`src/rtl/mmm_pkg.sv`:
```
// Shared definitions for the Montgomery iteration controller: default operand
// width, FSM state encoding and the iteration-counter width helper.
package mmm_pkg;

  localparam int MMM_WIDTH = 8;

  typedef enum logic [1:0] {
    S_IDLE  = 2'd0,
    S_LOAD  = 2'd1,
    S_ITER  = 2'd2,
    S_FINAL = 2'd3
  } mmm_state_e;

  // Counter only has to reach WIDTH-1; keep at least one bit for tiny widths.
  function automatic int mmm_cnt_w(input int width);
    return (width < 2) ? 1 : $clog2(width);
  endfunction

endpackage

```
`src/rtl/mmm_iter_ctrl_pe_add.sv`:
```
// Combinational Montgomery processing element: quotient bit and unshifted
// partial sum reg_rji + ai*b + qi*m.
module mmm_pe_add
  import mmm_pkg::*;
#(
  parameter int WIDTH = MMM_WIDTH
) (
  input  logic [WIDTH+1:0] reg_rji,
  input  logic             ai,
  input  logic [WIDTH-1:0] b,
  input  logic [WIDTH-1:0] m,
  output logic             qi,
  output logic [WIDTH+1:0] rjo
);

  always_comb begin
    qi  = reg_rji[0] ^ (ai & b[0]);
    // Accumulator stays below 2M, so the sum below 4M fits in WIDTH+2 bits.
    rjo = reg_rji
        + (ai ? {2'b00, b} : '0)
        + (qi ? {2'b00, m} : '0);
  end

endmodule

```
`src/rtl/mmm_iter_ctrl.sv`:
```
// Bit-serial Montgomery multiplication controller driving an external shift
// register. Define MMM_FINAL_SUB_EN to add the final conditional subtraction.
//
// state | meaning
// IDLE  | waiting for start, operands captured on start
// LOAD  | clear downstream accumulator, reset iteration counter
// ITER  | one Montgomery step per cycle, WIDTH cycles
// FINAL | latch result, pulse done
module mmm_iter_ctrl
  import mmm_pkg::*;
#(
  parameter int WIDTH = MMM_WIDTH
) (
  input  logic             clk,
  input  logic             rstb,
  input  logic             en,
  input  logic             start,
  input  logic             abort,
  input  logic [WIDTH-1:0] a,
  input  logic [WIDTH-1:0] b,
  input  logic [WIDTH-1:0] m,
  input  logic [WIDTH+1:0] reg_rji,
  output logic [WIDTH+1:0] rjo,
  output logic             ld_a,
  output logic             en_o,
  output logic             rst_mmm_o,
  output logic             busy,
  output logic             done,
  output logic [WIDTH:0]   result
);

  localparam int CW = mmm_cnt_w(WIDTH);
  localparam logic [CW-1:0] CNT_LAST = CW'(WIDTH - 1);

  mmm_state_e       state_q, state_d;
  logic [CW-1:0]    cnt_q, cnt_d;
  logic [WIDTH-1:0] a_sh_q, a_sh_d;
  logic [WIDTH-1:0] b_q, b_d;
  logic [WIDTH-1:0] m_q, m_d;
  logic [WIDTH:0]   result_q, result_d;
  logic             done_q, done_d;
  logic             rst_mmm_q, rst_mmm_d;
  logic [WIDTH:0]   final_val;
  logic             qi;

  mmm_pe_add #(.WIDTH(WIDTH)) u_pe_add (
    .reg_rji (reg_rji),
    .ai      (a_sh_q[0]),
    .b       (b_q),
    .m       (m_q),
    .qi      (qi),
    .rjo     (rjo)
  );

`ifdef MMM_FINAL_SUB_EN
  always_comb begin
    if (reg_rji >= {2'b00, m_q}) final_val = (WIDTH+1)'(reg_rji - {2'b00, m_q});
    else                         final_val = reg_rji[WIDTH:0];
  end
`else
  assign final_val = reg_rji[WIDTH:0];
`endif

  always_comb begin
    state_d   = state_q;
    cnt_d     = cnt_q;
    a_sh_d    = a_sh_q;
    b_d       = b_q;
    m_d       = m_q;
    result_d  = result_q;
    done_d    = done_q;
    rst_mmm_d = 1'b1;
    if (en) begin
      done_d = 1'b0;
      unique case (state_q)
        S_IDLE: begin
          if (start) begin
            a_sh_d  = a;
            b_d     = b;
            m_d     = m;
            state_d = S_LOAD;
          end
        end
        S_LOAD: begin
          cnt_d   = '0;
          state_d = S_ITER;
        end
        S_ITER: begin
          a_sh_d = a_sh_q >> 1;
          cnt_d  = cnt_q + CW'(1);
          if (cnt_q == CNT_LAST) state_d = S_FINAL;
        end
        S_FINAL: begin
          result_d = final_val;
          done_d   = 1'b1;
          state_d  = S_IDLE;
        end
        default: state_d = S_IDLE;
      endcase
      // Abort overrides whatever the active state decided; IDLE ignores it.
      if (abort && (state_q != S_IDLE)) begin
        state_d   = S_IDLE;
        cnt_d     = '0;
        result_d  = result_q;
        done_d    = 1'b0;
        rst_mmm_d = 1'b0;
      end
    end
  end

  always_ff @(posedge clk or negedge rstb) begin
    if (!rstb) begin
      state_q   <= S_IDLE;
      cnt_q     <= '0;
      a_sh_q    <= '0;
      b_q       <= '0;
      m_q       <= '0;
      result_q  <= '0;
      done_q    <= 1'b0;
      rst_mmm_q <= 1'b0;
    end else begin
      state_q   <= state_d;
      cnt_q     <= cnt_d;
      a_sh_q    <= a_sh_d;
      b_q       <= b_d;
      m_q       <= m_d;
      result_q  <= result_d;
      done_q    <= done_d;
      rst_mmm_q <= rst_mmm_d;
    end
  end

  assign busy      = (state_q != S_IDLE);
  assign ld_a      = (state_q == S_LOAD);
  assign en_o      = en && !abort && ((state_q == S_LOAD) || (state_q == S_ITER));
  assign rst_mmm_o = rst_mmm_q;
  assign done      = done_q;
  assign result    = result_q;

endmodule

```
`config.mk`:
```
export PLATFORM = sky130hd
export DESIGN_NAME = mmm_iter_ctrl
export DESIGN_NICKNAME = d
export VERILOG_FILES = /design/src/rtl/mmm_pkg.sv /design/src/rtl/mmm_iter_ctrl_pe_add.sv /design/src/rtl/mmm_iter_ctrl.sv
export SDC_FILE = /design/constraint.sdc
export NUM_CORES = 1
export LEC_CHECK = 0
export BUFFER_PORTS_ARGS = -buffer_cell sky130_fd_sc_hd__buf_4
export CAP_MARGIN = 5
export CELL_PAD_IN_SITES_DETAIL_PLACEMENT = 0
export CELL_PAD_IN_SITES_GLOBAL_PLACEMENT = 2
export CORE_ASPECT_RATIO = 1.1
export CORE_MARGIN = 2
export CORE_UTILIZATION = 34
export DETAILED_ROUTE_END_ITERATION = 16
export GPL_TIMING_DRIVEN = 0
export HOLD_SLACK_MARGIN = 0.15
export MAX_ROUTING_LAYER = met4
export PLACE_DENSITY_LB_ADDON = 0.1
export SYNTH_ARGS = -nofsm -noshare
export SYNTH_HDL_FRONTEND = slang
export SYNTH_SLANG_ARGS = --single-unit
```
`constraint.sdc`:
```
create_clock -name clk -period 5.9 [get_ports clk]
set_input_delay 0.295 -clock clk [delete_from_list [all_inputs] [get_ports clk]]
set_output_delay 0.295 -clock clk [all_outputs]
set_load 0.1 [all_outputs]
```
# After elaboration in Yosys (flattened, before gate mapping)
# Index checks and enable logic that the tools add are counted.
# Widths: inputs -> output; s select.
# word_totals
ramBits	0
latchBits	0
n_memories	0
input_bits	39
regBits	40
romBits	0
# op_classes
n_lt_le_gt_ge	0
n_reduce_logical	14
shift	0
mux	14
div	0
n_eq_ne	7
bitwise_logic	3
n_mul	0
addsub	3
# ops
operator	n
$mux 8	3
$add 10x10->10	2
$pmux 8 s2	1
$reduce_and 3->1	4
$pmux 2 s4	1
$mux 2	3
$ne 3x3->1 const B	2
$pmux 3 s2	1
$eq 2x2->1 const B	2
$mux 1	4
$reduce_bool 2->1	2
$add 3x1->3 const B	1
$eq 3x3->1 const B	1
$logic_and 1x1->1	3
$mux 3	1
$reduce_bool 3->1	1
$eq 2x1->1 const B	1
$logic_not 2->1	1
$ne 2x2->1 const B	1
$reduce_and 2->1	1
$and 1x1->1	1
$logic_not 1->1	1
$logic_or 1x1->1	1
$not 1->1	1
$xor 1x1->1	1

# Longest topological paths before layout
# Gate-level depths: netlist of run 1.
# logic_depth
depth_word	4
depth_mapped	13

# By module
# A second synthesis of run 1 with hierarchy kept.
# unflattened
hier_cells	198
hier_area_um2	2393.5
# modules_own_cells
mod	area_each_um2	cells_per_inst	n_inst	seq_area_each_um2
mmm_iter_ctrl	1771.7	128	1	1001.0
mmm_pe_add	621.8	70	1	0.0

# Worst setup path after synthesis of run 1
# No wires, ideal clock.
# synth_path
path_type	register to output
start	register a_sh_q[0]
end	output port rjo[7]
slack_ns	1.406
path_stages_with_launch	14
required_time_ns	5.605
arrival_time_ns	4.199
cell_sequence	dfrtp_1 buf_2 nand2_1 xnor2_1 nand2_1 fa_1 inv_1 ha_1 inv_1 fa_1 nand2b_1 a21oi_1 a31oi_1 xnor2_1
# synth_via
elab_chain_cells	4
# synth_lines
element	line	source
from (decl)	mmm_iter_ctrl.sv:37	logic [WIDTH-1:0] a_sh_q, a_sh_d;
from (signal assigned)	mmm_iter_ctrl.sv:124	a_sh_q <= a_sh_d;
parallel branches: the longest is 3 deep, another holds $add 10x10->10	n/a	
$add 10x10->10 (*)	mmm_iter_ctrl_pe_add.sv:21	+ (qi ? {2'b00, m} : '0);
to (decl)	mmm_iter_ctrl.sv:23	output logic [WIDTH+1:0] rjo,
# Mark *: on every way between the ends.

# Worst setup path after layout of run 1
# layout_path
start	register a_sh_q[0]
end	output port rjo[8]
# The elaborated chain is that of the path after synthesis.

==> flow_summary_export.csv, run 1 <==
group,metric,value,unit
run_status,outcome,"completed",
cells_and_area,diodes,0,
drt,route.detailed.wl_per_inst,13.2,um
global_route,grt.total_usage,13.6,%
global_route,grt_pass1_vias,1635,
synth,netlist_area,0.00238,sq mm
critical_path,worstSetupPathType,"reg2out",
synth,synth_fa_ha_area_share,14.6,%
synth,synth_edf_count,0,
placement,place.gp.congestion,0.700,
die,rows,32,
critical_path,path_max_fanout,10,
synth,ys.flop_type,"dfrtp_1",
drt,drtIter0Drc,79,
hold_path,holdCritPathClass,"in2reg",
synth,synth_compound_area_share,8.35,%
clock_network,cts_buffers,5,
cells_and_area,drive_above_1_share,36.1,%
timing,fmax,241,MHz
clock_network,clk_pin_slew,0.07,ns
drt,postRouteAntennaNets,0,
critical_path,r2r-start,"state_q[1]$_DFFE_PN0P_",
die,die_x,83.8,um
critical_path,ff2ff_setup_slack,4.04,ns
die,core-area,0.00689,sq mm
timing,slew_viol_final,0,
drt,dr.pass1.iters,4,
timing,worst_slew_pin_slew,0.653,ns
synth,syn-instance-count,222,
timing,slew_headroom,56.1,%
synth,ys_seq_elements,40,
hold_path,worstHoldEndpoint,"rst_mmm_o$_DFF_PN0_",
run,cap_violations,0,
critical_path,startpoint_type,"flip-flop",
clock_network,cts_buffer_depth,2,
hold_path,holdCritStartpoint,"abort",
synth,yosysWarnings,0,
synth,avgSynthCellArea,10.7,sq um
clock_network,htree_levels,2,
timing,period_needed,4.15,ns
die,die_area,0.00769,sq mm
global_route,grt_pass1_wl,8000,um
global_route,grt_overflow,0,
timing,clock_skew,0.00889,ns
synth,muxShareOfSynthArea,16.5,%
synth,synth_top_cell_by_area,"dfrtp_1",
drt,num_vias,1729,
clock_network,cts_resized,0,
timing,rsz0062_at_grt,"no",
cells_and_area,synthToLayoutAreaGrowth,28.2,%
placement,numPortBuffers,61,
synth,synthMostInstantiatedCell,"dfrtp_1",
synth,synth_top_family_by_area,"multiplexers",
clock_network,cts_root_buffer,"clkbuf_8",
global_route,grt_start_max_net_pins,41,
critical_path,crit_arrival,3.86,ns
synth,synthArstFlopShare,100,%
synth,synth_area_leaders,"dfrtp_1 (42%), mux2_2 (13%), ha_1 (7.9%), fa_1 (6.7%), nand2_1 (5.0%)",
critical_path,worstRegToRegCells,6,
timing,tns,0,ns
critical_path,endpoint_kind,"output pin",
drt,viasPerCell,4.60,
die,ios,63,
clock_network,numClockSinks,40,
synth,synth_top_area_share,42.0,%
synth,synth_xor_xnor_area_share,2.57,%
placement,dp_hpwl,3840,um
timing,fin_crit_sh,70.4,%
hold_path,hold_depth,2,
die,chipHeight,91.8,um
drt,wl,4970,um
cells_and_area,fin_nets,353,
drt,drc,0,
die,start_util,34.6,%
synth,syn-num-nets,284,
synth,synth-simple-area-share,10.0,%
clock_network,clk_latency,0.29,ns
timing,setup_viol,0,
timing,hold_violations,0,
synth,ys_top_cells_by_count,"dfrtp_1 (40), nand2_1 (32), inv_1 (30), mux2_2 (27), ha_1 (15)",
critical_path,cp.required,5.61,ns
synth,yosysSeqAreaShare,42.0,%
global_route,antenna_found_initial,0,
synth,ys_types,34,
clock_network,cts_tree,"built",
critical_path,r2r-end,"result[0]$_DFFE_PN0P_",
==> per-layer routing <==
| layer | global-route usage (%) | wire length, um | vias up |
|---|---|---|---|
| li1 | - | - | 887 |
| met4 | 4.03 | 44 | 0 |
| met2 | 22.5 | 2480 | 25 |
| met5 | - | 0 | - |
| met3 | 3.15 | 163 | 4 |
| met1 | 16.7 | 2280 | 813 |
==> flip-flops by register name (all words and copies together) (netlist names) <==
name / flops
result: 9
a_sh_q: 8
b_q: 8
m_q: 8
cnt_q: 3
state_q: 2
done: 1
rst_mmm_o: 1
==> per-stage QoR <==
step	hold WS [ns]	utilization [%]	cells	setup WS, ns	instance area (sq um)
after floorplan	-0.000591	-	222	1.41	2380
after global placement	0.325	42.8	368	1.95	2950
after detailed placement	0.324	42.8	368	1.96	2950
after CTS	0.221	44.3	376	1.64	3050
after global routing	0.221	44.3	376	1.33	3050
final	0.228	44.3	376	1.75	3050
==> cells in the final DEF (no fill, tap or decap), types with 2 or more instances in the layout <==
cell / count
ha_1: 15
a22o_1: 3
xnor2_1: 6
a21oi_1: 7
nand3_2: 2
buf_2: 4
mux2_2: 27
o21ai_0: 13
inv_1: 30
dfrtp_1: 40
nand3_1: 2
clkbuf_8: 7
fa_1: 8
nand2_1: 32
buf_4: 62
nand2b_1: 3
mux2i_1: 9
nor2_1: 3
==> cell type report <==
type / instances / area, sq um
fillers: 685 / 3830
inverters: 30 / 113
multi-input cells: 147 / 1240
plain buffers: 5 / 27.5
flip-flops and latches: 40 / 1000
repair buffers: 62 / 468
clock buffers: 7 / 96.3
well taps: 85 / 106
==> how the worst max path moves through the flow <==
stage                                startpoint      to  slack [ns]  cells after the start
after CTS                 a_sh_q[0]$_DFFE_PN0P_  rjo[8]        1.64                     12
after floorplan           a_sh_q[0]$_DFFE_PN0P_  rjo[7]        1.41                     13
after global placement    a_sh_q[0]$_DFFE_PN0P_  rjo[7]        1.95                     14
after global routing      a_sh_q[0]$_DFFE_PN0P_  rjo[9]        1.33                     14
final                     a_sh_q[0]$_DFFE_PN0P_  rjo[8]        1.75                     12
after detailed placement  a_sh_q[0]$_DFFE_PN0P_  rjo[8]        1.96                     12
==> what timing repair did <==
item	in CTS	in global routing
setup buffers	0	0
hold buffers	1	0
endpoints found under the hold margin	40	0
==> cell families (layout without fill, tap and decap cells) <==
logic type      Yosys count  in the layout
compound gates           32             32
xor+xnor                  7              7
fa+ha+maj                23             23
buf+inv                  35            104
flops                    40             40
mux                      36             36
simple gates             49             49
==> worst max-delay path, stage by stage, from the launching register on <==
cell and delay, ns:
dfrtp_1 0.32, buf_2 0.22, nand2_1 0.11, xnor2_1 0.54
nand2_1 0.17, fa_1 0.58, inv_1 0.06, ha_1 0.30
a211oi_1 0.39, nor3_2 0.11, mux2i_1 0.14, a2111o_1 0.40
buf_4 0.24
Power of run 1 is left out: the tool's default activity adds up to more than one toggle a clock period on the data nets, which glitch-free logic cannot reach.
==> run 2: changes to the inputs <==
CORE_UTILIZATION = 30   (was 34)
clock period = 3.8 ns   (was 5.9 ns; I/O delays follow)
==> run 2 against run 1 <==
Effect of this change:
- critical path depth increased by 1
- cell count increased by 13%
- global-route usage increased by 0.62 points
- wire length increased by 10%
- design area increased by 12%
- sequential share of layout area decreased by 3.5 points
- die area increased by 13%
- flip-flop and latch count unchanged
- hold slack got worse by 0.069 ns
- first-iteration DRC count decreased by 42%
- register-to-register slack got worse by 2.1 ns
==> flow_summary_export.csv, run 2 (synthesis gave the netlist of run 1 again) <==
group,metric,value,unit
drt,viasPerCell,4.32,
cells_and_area,drive_above_1_share,36.9,%
drt,wl,5500,um
critical_path,worstSetupPathType,"reg2out",
run_status,outcome,"completed",
global_route,grt_pass1_wl,9330,um
drt,num_vias,1838,
cells_and_area,layout.cells.most_common_list,"buf_4 (61), dfrtp_1 (40), nand2_1 (31), inv_1 (30), mux2_2 (27)",
hold_path,holdCritPathClass,"in2reg",
clock_network,numClockSinks,40,
die,die_area,0.00867,sq mm
placement,numPortBuffers,61,
drt,route.detailed.wl_per_inst,12.9,um
global_route,antenna_found_initial,0,
drt,drtIter0Drc,46,
clock_network,cts_buffers,5,
timing,slew_headroom,63.1,%
cells_and_area,multi_input_area,0.00133,sq mm
critical_path,endpoint_kind,"output pin",
timing,period_needed,3.55,ns
die,core-area,0.00783,sq mm
run,cap_violations,0,
clock_network,cts_buffer_depth,2,
critical_path,startpoint_type,"flip-flop",
clock_network,clk_latency,0.29,ns
cells_and_area,largest_reg_flops,9,
critical_path,cp.required,3.61,ns
critical_path,path_max_fanout,10,
cells_and_area,register_area,0.00100,sq mm
global_route,grt_start_max_net_pins,41,
die,start_util,30.4,%
drt,drc,0,
timing,fin_ws,0.250,ns
drt,postRouteAntennaNets,0,
die,die_x,89.0,um
timing,rsz0062_at_grt,"no",
cells_and_area,n_fill_cell,799,
cells_and_area,post-route-util,43.7,%
clock_network,cts_root_buffer,"clkbuf_8",
timing,setup_viol,0,
timing,clock_skew,0.00574,ns
critical_path,crit_arrival,3.36,ns
die,chipHeight,97.5,um
placement,dp_worst_setup_slack,-0.164,ns
timing,worst_slew_pin_slew,0.553,ns
timing,hold_violations,0,
timing,fin_crit_sh,93.4,%
cells_and_area,layout_commonest_cell,"buf_4",
cells_and_area,synthToLayoutAreaGrowth,43.5,%
placement,place.gp.congestion,0.739,
global_route,grt_overflow,0,
global_route,grt.total_usage,14.2,%
timing,fmax,282,MHz
cells_and_area,fin_nets,379,
die,rows,34,
global_route,grt_pass1_vias,1927,
clock_network,htree_levels,2,
drt,dr.pass1.iters,4,
cells_and_area,diodes,0,
timing,hold-worst-slack,0.159,ns
placement,dp_hpwl,4020,um
die,ios,63,
clock_network,cts_tree,"built",
clock_network,clk_pin_slew,0.08,ns
timing,slew_viol_final,0,
run 2: cell types whose count changed in the layout (fill, tap and decap cells not counted), moves of 2 or more:
cell	delta
xnor2_2	+5
buf_6	+2
clkbuf_8	-2
a21oi_1	-2
xnor2_1	-6
dlygate4sd3_1	+25
run 2: final cells by class:
class / instances / area share, %
plain buffers: 5 / 0.878
clock buffers: 6 / 2.12
clock inverters: 1 / 0.146
inverters: 30 / 3.29
multi-input cells: 147 / 38.9
flip-flops and latches: 40 / 29.3
well taps: 108 / 3.95
repair buffers: 88 / 21.4
run 2: worst max-delay path: stages (launching register included):
cell and delay (ns):
dfrtp_1 0.33, clkbuf_4 0.20, nand2_2 0.12, xnor2_4 0.19, buf_4 0.17, nand2_1 0.08
fa_1 0.51, inv_1 0.04, ha_1 0.37, o21ai_1 0.12, nor3_2 0.22, mux2i_1 0.10
a2111o_1 0.38, buf_4 0.24
run 2: path summary, 6_finish.rpt:
| path | from | to | slack [ns] | cells after the start |
|---|---|---|---|---|
| worst max-delay path | a_sh_q[0]$_DFFE_PN0P_ | rjo[8] | 0.25 | 13 |
| worst min-delay path | a[7] | a_sh_q[7]$_DFFE_PN0P_ | 0.16 | 3 |
| worst max register to register | state_q[1]$_DFFE_PN0P_ | result[8]$_DFFE_PN0P_ | 1.93 | 6 |
| worst min register to register | a_sh_q[1]$_DFFE_PN0P_ | a_sh_q[1]$_DFFE_PN0P_ | 0.49 | 2 |
| max in group asynchronous | rstb | m_q[1]$_DFFE_PN0P_ | 2.99 | 2 |
| min in group asynchronous | rstb | state_q[1]$_DFFE_PN0P_ | 0.42 | 2 |
run 2: what timing repair did:
| action | 4_1_cts | 5_1_grt |
|---|---|---|
| hold buffers | 26 | 0 |
| setup buffers | 1 | 0 |
| pin swaps | 1 | 0 |
| endpoints found under the hold margin | 65 | 0 |
| gates resized for setup | 5 | 6 |
| setup endpoints to repair | 5 | 5 |
run 2: metal layers:
| layer | global-route usage [%] | share of wire [%] | vias to the layer above |
|---|---|---|---|
| met5 | - | 0 | - |
| met4 | 3.79 | 1.3 | 0 |
| met3 | 2.29 | 2.5 | 6 |
| met2 | 23.3 | 52 | 26 |
| met1 | 18.2 | 44 | 874 |
| li1 | - | - | 932 |
run 2: through the flow:
| stage | cells | instance area (sq um) | setup TNS, ns |
|---|---|---|---|
| after floorplan | 222 | 2430 | -0.147 |
| after global placement | 391 | 3020 | -0.355 |
| after detailed placement | 391 | 3020 | -0.316 |
| after CTS | 425 | 3400 | 0 |
| after global routing | 425 | 3420 | 0 |
| final | 425 | 3420 | 0 |
Power of run 2 is left out for the same reason.
==> run 3: changes to the inputs <==
--- a/constraint.sdc
+++ b/constraint.sdc
@@ -3,2 +3,2 @@
 set_output_delay 0.19 -clock clk [all_outputs]
-set_load 0.1 [all_outputs]
+set_load 0.005 [all_outputs]
==> run 3 against run 2 <==
Effect of this change:
- count of clock-buffer cells in the layout did not move
- first-iteration DRC count down 24%
- design area fell by 1.9%
- highest routed layer unchanged
- register-to-register slack about the same
==> flow_summary_export.csv, run 3 (synthesis gave the netlist of run 1 again) <==
group,metric,value,unit
timing,period_needed,3.52,ns
cells_and_area,n_fill_cell,804,
placement,dp_cells,391,
timing,slew_viol_final,0,
placement,place.gp.congestion,0.733,
critical_path,startpoint_type,"flip-flop",
global_route,grt_overflow,0,
critical_path,path_max_fanout,10,
critical_path,r2r-start,"state_q[0]$_DFFE_PN0P_",
run_status,outcome,"completed",
global_route,gr-usage-met2,22.4,%
power_and_ir_drop,leakagePower,1.67,nW
hold_path,holdCritPathClass,"in2reg",
critical_path,worstSetupPathType,"reg2out",
global_route,met1_usage,17.1,%
timing,fmax,284,MHz
die,ios,63,
die,start_util,30.4,%
global_route,antenna_found_initial,0,
critical_path,cp.required,3.61,ns
timing,hold-worst-slack,0.164,ns
placement,dp_hpwl,3950,um
timing,tns,0,ns
die,die_area,0.00867,sq mm
critical_path,endpoint_kind,"output pin",
critical_path,crit_arrival,3.33,ns
die,rows,34,
hold_path,holdCritStartpoint,"en",
cells_and_area,fin_nets,380,
clock_network,cts_tree,"built",
timing,setup_viol,0,
cells_and_area,synthToLayoutAreaGrowth,40.9,%
clock_network,cts_buffers,5,
critical_path,critPathSlowestCell,"fa_1",
die,core-area,0.00783,sq mm
drt,wl,5340,um
placement,numPortBuffers,61,
hold_path,worstHoldEndpoint,"rst_mmm_o$_DFF_PN0_",
critical_path,crit_top_cell,"nand2_1",
run,cap_violations,0,
drt,route.detailed.wl_per_inst,12.5,um
global_route,grt_pass1_wl,8920,um
power_and_ir_drop,ir_drop,0.251,mV
power_and_ir_drop,power,2.57,mW
clock_network,clk_latency,0.29,ns
critical_path,crit_chain,"buf_2, nand2_1, xnor2_4, nand2_1, fa_1, inv_1, ha_1, a211oi_2, nor3_2, mux2i_1, a2111o_1, buf_4",
clock_network,htree_levels,2,
critical_path,ff2ff_setup_slack,1.94,ns
die,chipHeight,97.5,um
timing,fin_crit_sh,92.7,%
timing,clock_skew,0.00206,ns
clock_network,cts_root_buffer,"clkbuf_8",
timing,worst_slew_pin_slew,0.546,ns
clock_network,cts_buffer_depth,2,
timing,slew_headroom,63.6,%
drt,dr.pass1.iters,4,
timing,rsz0062_at_grt,"no",
global_route,grt.total_usage,13.6,%
clock_network,clk_pin_slew,0.08,ns
critical_path,critPathMaxStageDelay,0.56,ns
drt,postRouteAntennaNets,0,
die,die_x,89.0,um
hold_path,hold_depth,2,
cells_and_area,diodes,0,
global_route,grt_start_max_net_pins,41,
critical_path,worstRegToRegCells,6,
drt,drc,0,
global_route,use_met3,2.29,%
cells_and_area,final_cells,426,
timing,hold_violations,0,
cells_and_area,layout.cells.most_common_list,"buf_4 (64), dfrtp_1 (40), nand2_1 (32), inv_1 (30), mux2_2 (27)",
cells_and_area,largest_reg_flops,9,
clock_network,numClockSinks,40,
drt,drtIter0Drc,35,
cells_and_area,layout_commonest_cell,"buf_4",
drt,num_vias,1840,
global_route,top_usage_layer,"met2",
power_and_ir_drop,powerDensity,764,mW/mm^2
global_route,grt_pass1_vias,1881,
drt,viasPerCell,4.32,
cells_and_area,drive_above_1_share,34.3,%
critical_path,r2r-end,"a_sh_q[7]$_DFFE_PN0P_",
==> run 3: changes by cell type in the layout (fill, tap and decap cells not counted), moves of 2 or more <==
cell / change
xnor2_2: -5
xnor2_1: +5
buf_6: -2
buf_4: +3
==> run 3: final cells by class <==
cell class	count	area (sq um)	share of cell area [%]
multi-input combinational	147	1270	37.8
sequential	40	1000	29.8
timing repair buffer	89	733	21.8
tap	108	135	4.03
inverter	30	113	3.36
clock buffer	6	72.6	2.16
buffer	5	27.5	0.820
clock inverter	1	5.00	0.149
==> run 3: critical path, delay by kind of cell (launching register included) <==
| family | cells | cell delay, ns |
|---|---|---|
| AOI/OAI and AO/OA | 2 | 0.68 |
| buffers and inverters | 3 | 0.42 |
| xor gates and xnor gates | 1 | 0.23 |
| muxes | 1 | 0.13 |
| and+or+nand+nor | 3 | 0.38 |
| DFF | 1 | 0.32 |
| adders and majority gates | 2 | 0.87 |
==> run 3: per-layer routing <==
metal	vias up	share of wire (%)
met4	0	1.3
met3	6	3.0
met5	-	0
met2	29	51
met1	868	45
li1	937	-
==> run 3: how the worst max path moves through the flow <==
stage / start / endpoint / slack (ns)
3_3_place_gp: a_sh_q[0]$_DFFE_PN0P_ / rjo[8] / 0.05
4_1_cts: a_sh_q[0]$_DFFE_PN0P_ / rjo[8] / 0.03
5_1_grt: a_sh_q[0]$_DFFE_PN0P_ / rjo[8] / 0.08
6_report: a_sh_q[0]$_DFFE_PN0P_ / rjo[8] / 0.28
2_1_floorplan: a_sh_q[0]$_DFFE_PN0P_ / rjo[8] / 0.77
3_5_place_dp: a_sh_q[0]$_DFFE_PN0P_ / rjo[8] / 0.06
==> run 3: through the flow <==
| stage | setup slack (ns) | area [sq um] | utilization, % |
|---|---|---|---|
| 3_3_place_gp | 0.0502 | 2980 | 38.0 |
| 5_1_grt | 0.0821 | 3360 | 42.9 |
| 4_1_cts | 0.0347 | 3330 | 42.6 |
| 6_report | 0.279 | 3360 | 42.9 |
| 2_1_floorplan | 0.766 | 2380 | - |
| 3_5_place_dp | 0.0551 | 2980 | 38.0 |
==> run 3: power breakdown <==
group	switching [mW]	total, mW	internal, mW
logic	0.719	1.57	0.848
registers	0.100	0.721	0.621
clock network	0.152	0.277	0.125
==> run 3: repair_timing <==
action                                  in CTS  in global routing
hold buffers                                26                  0
setup buffers                                0                  2
resized for setup                            2                  2
endpoints found under the setup margin       5                  4
endpoints found under the hold margin       65                  0
pin swaps                                    0                  1
No activity file was read; power rests on OpenSTA's default activity.
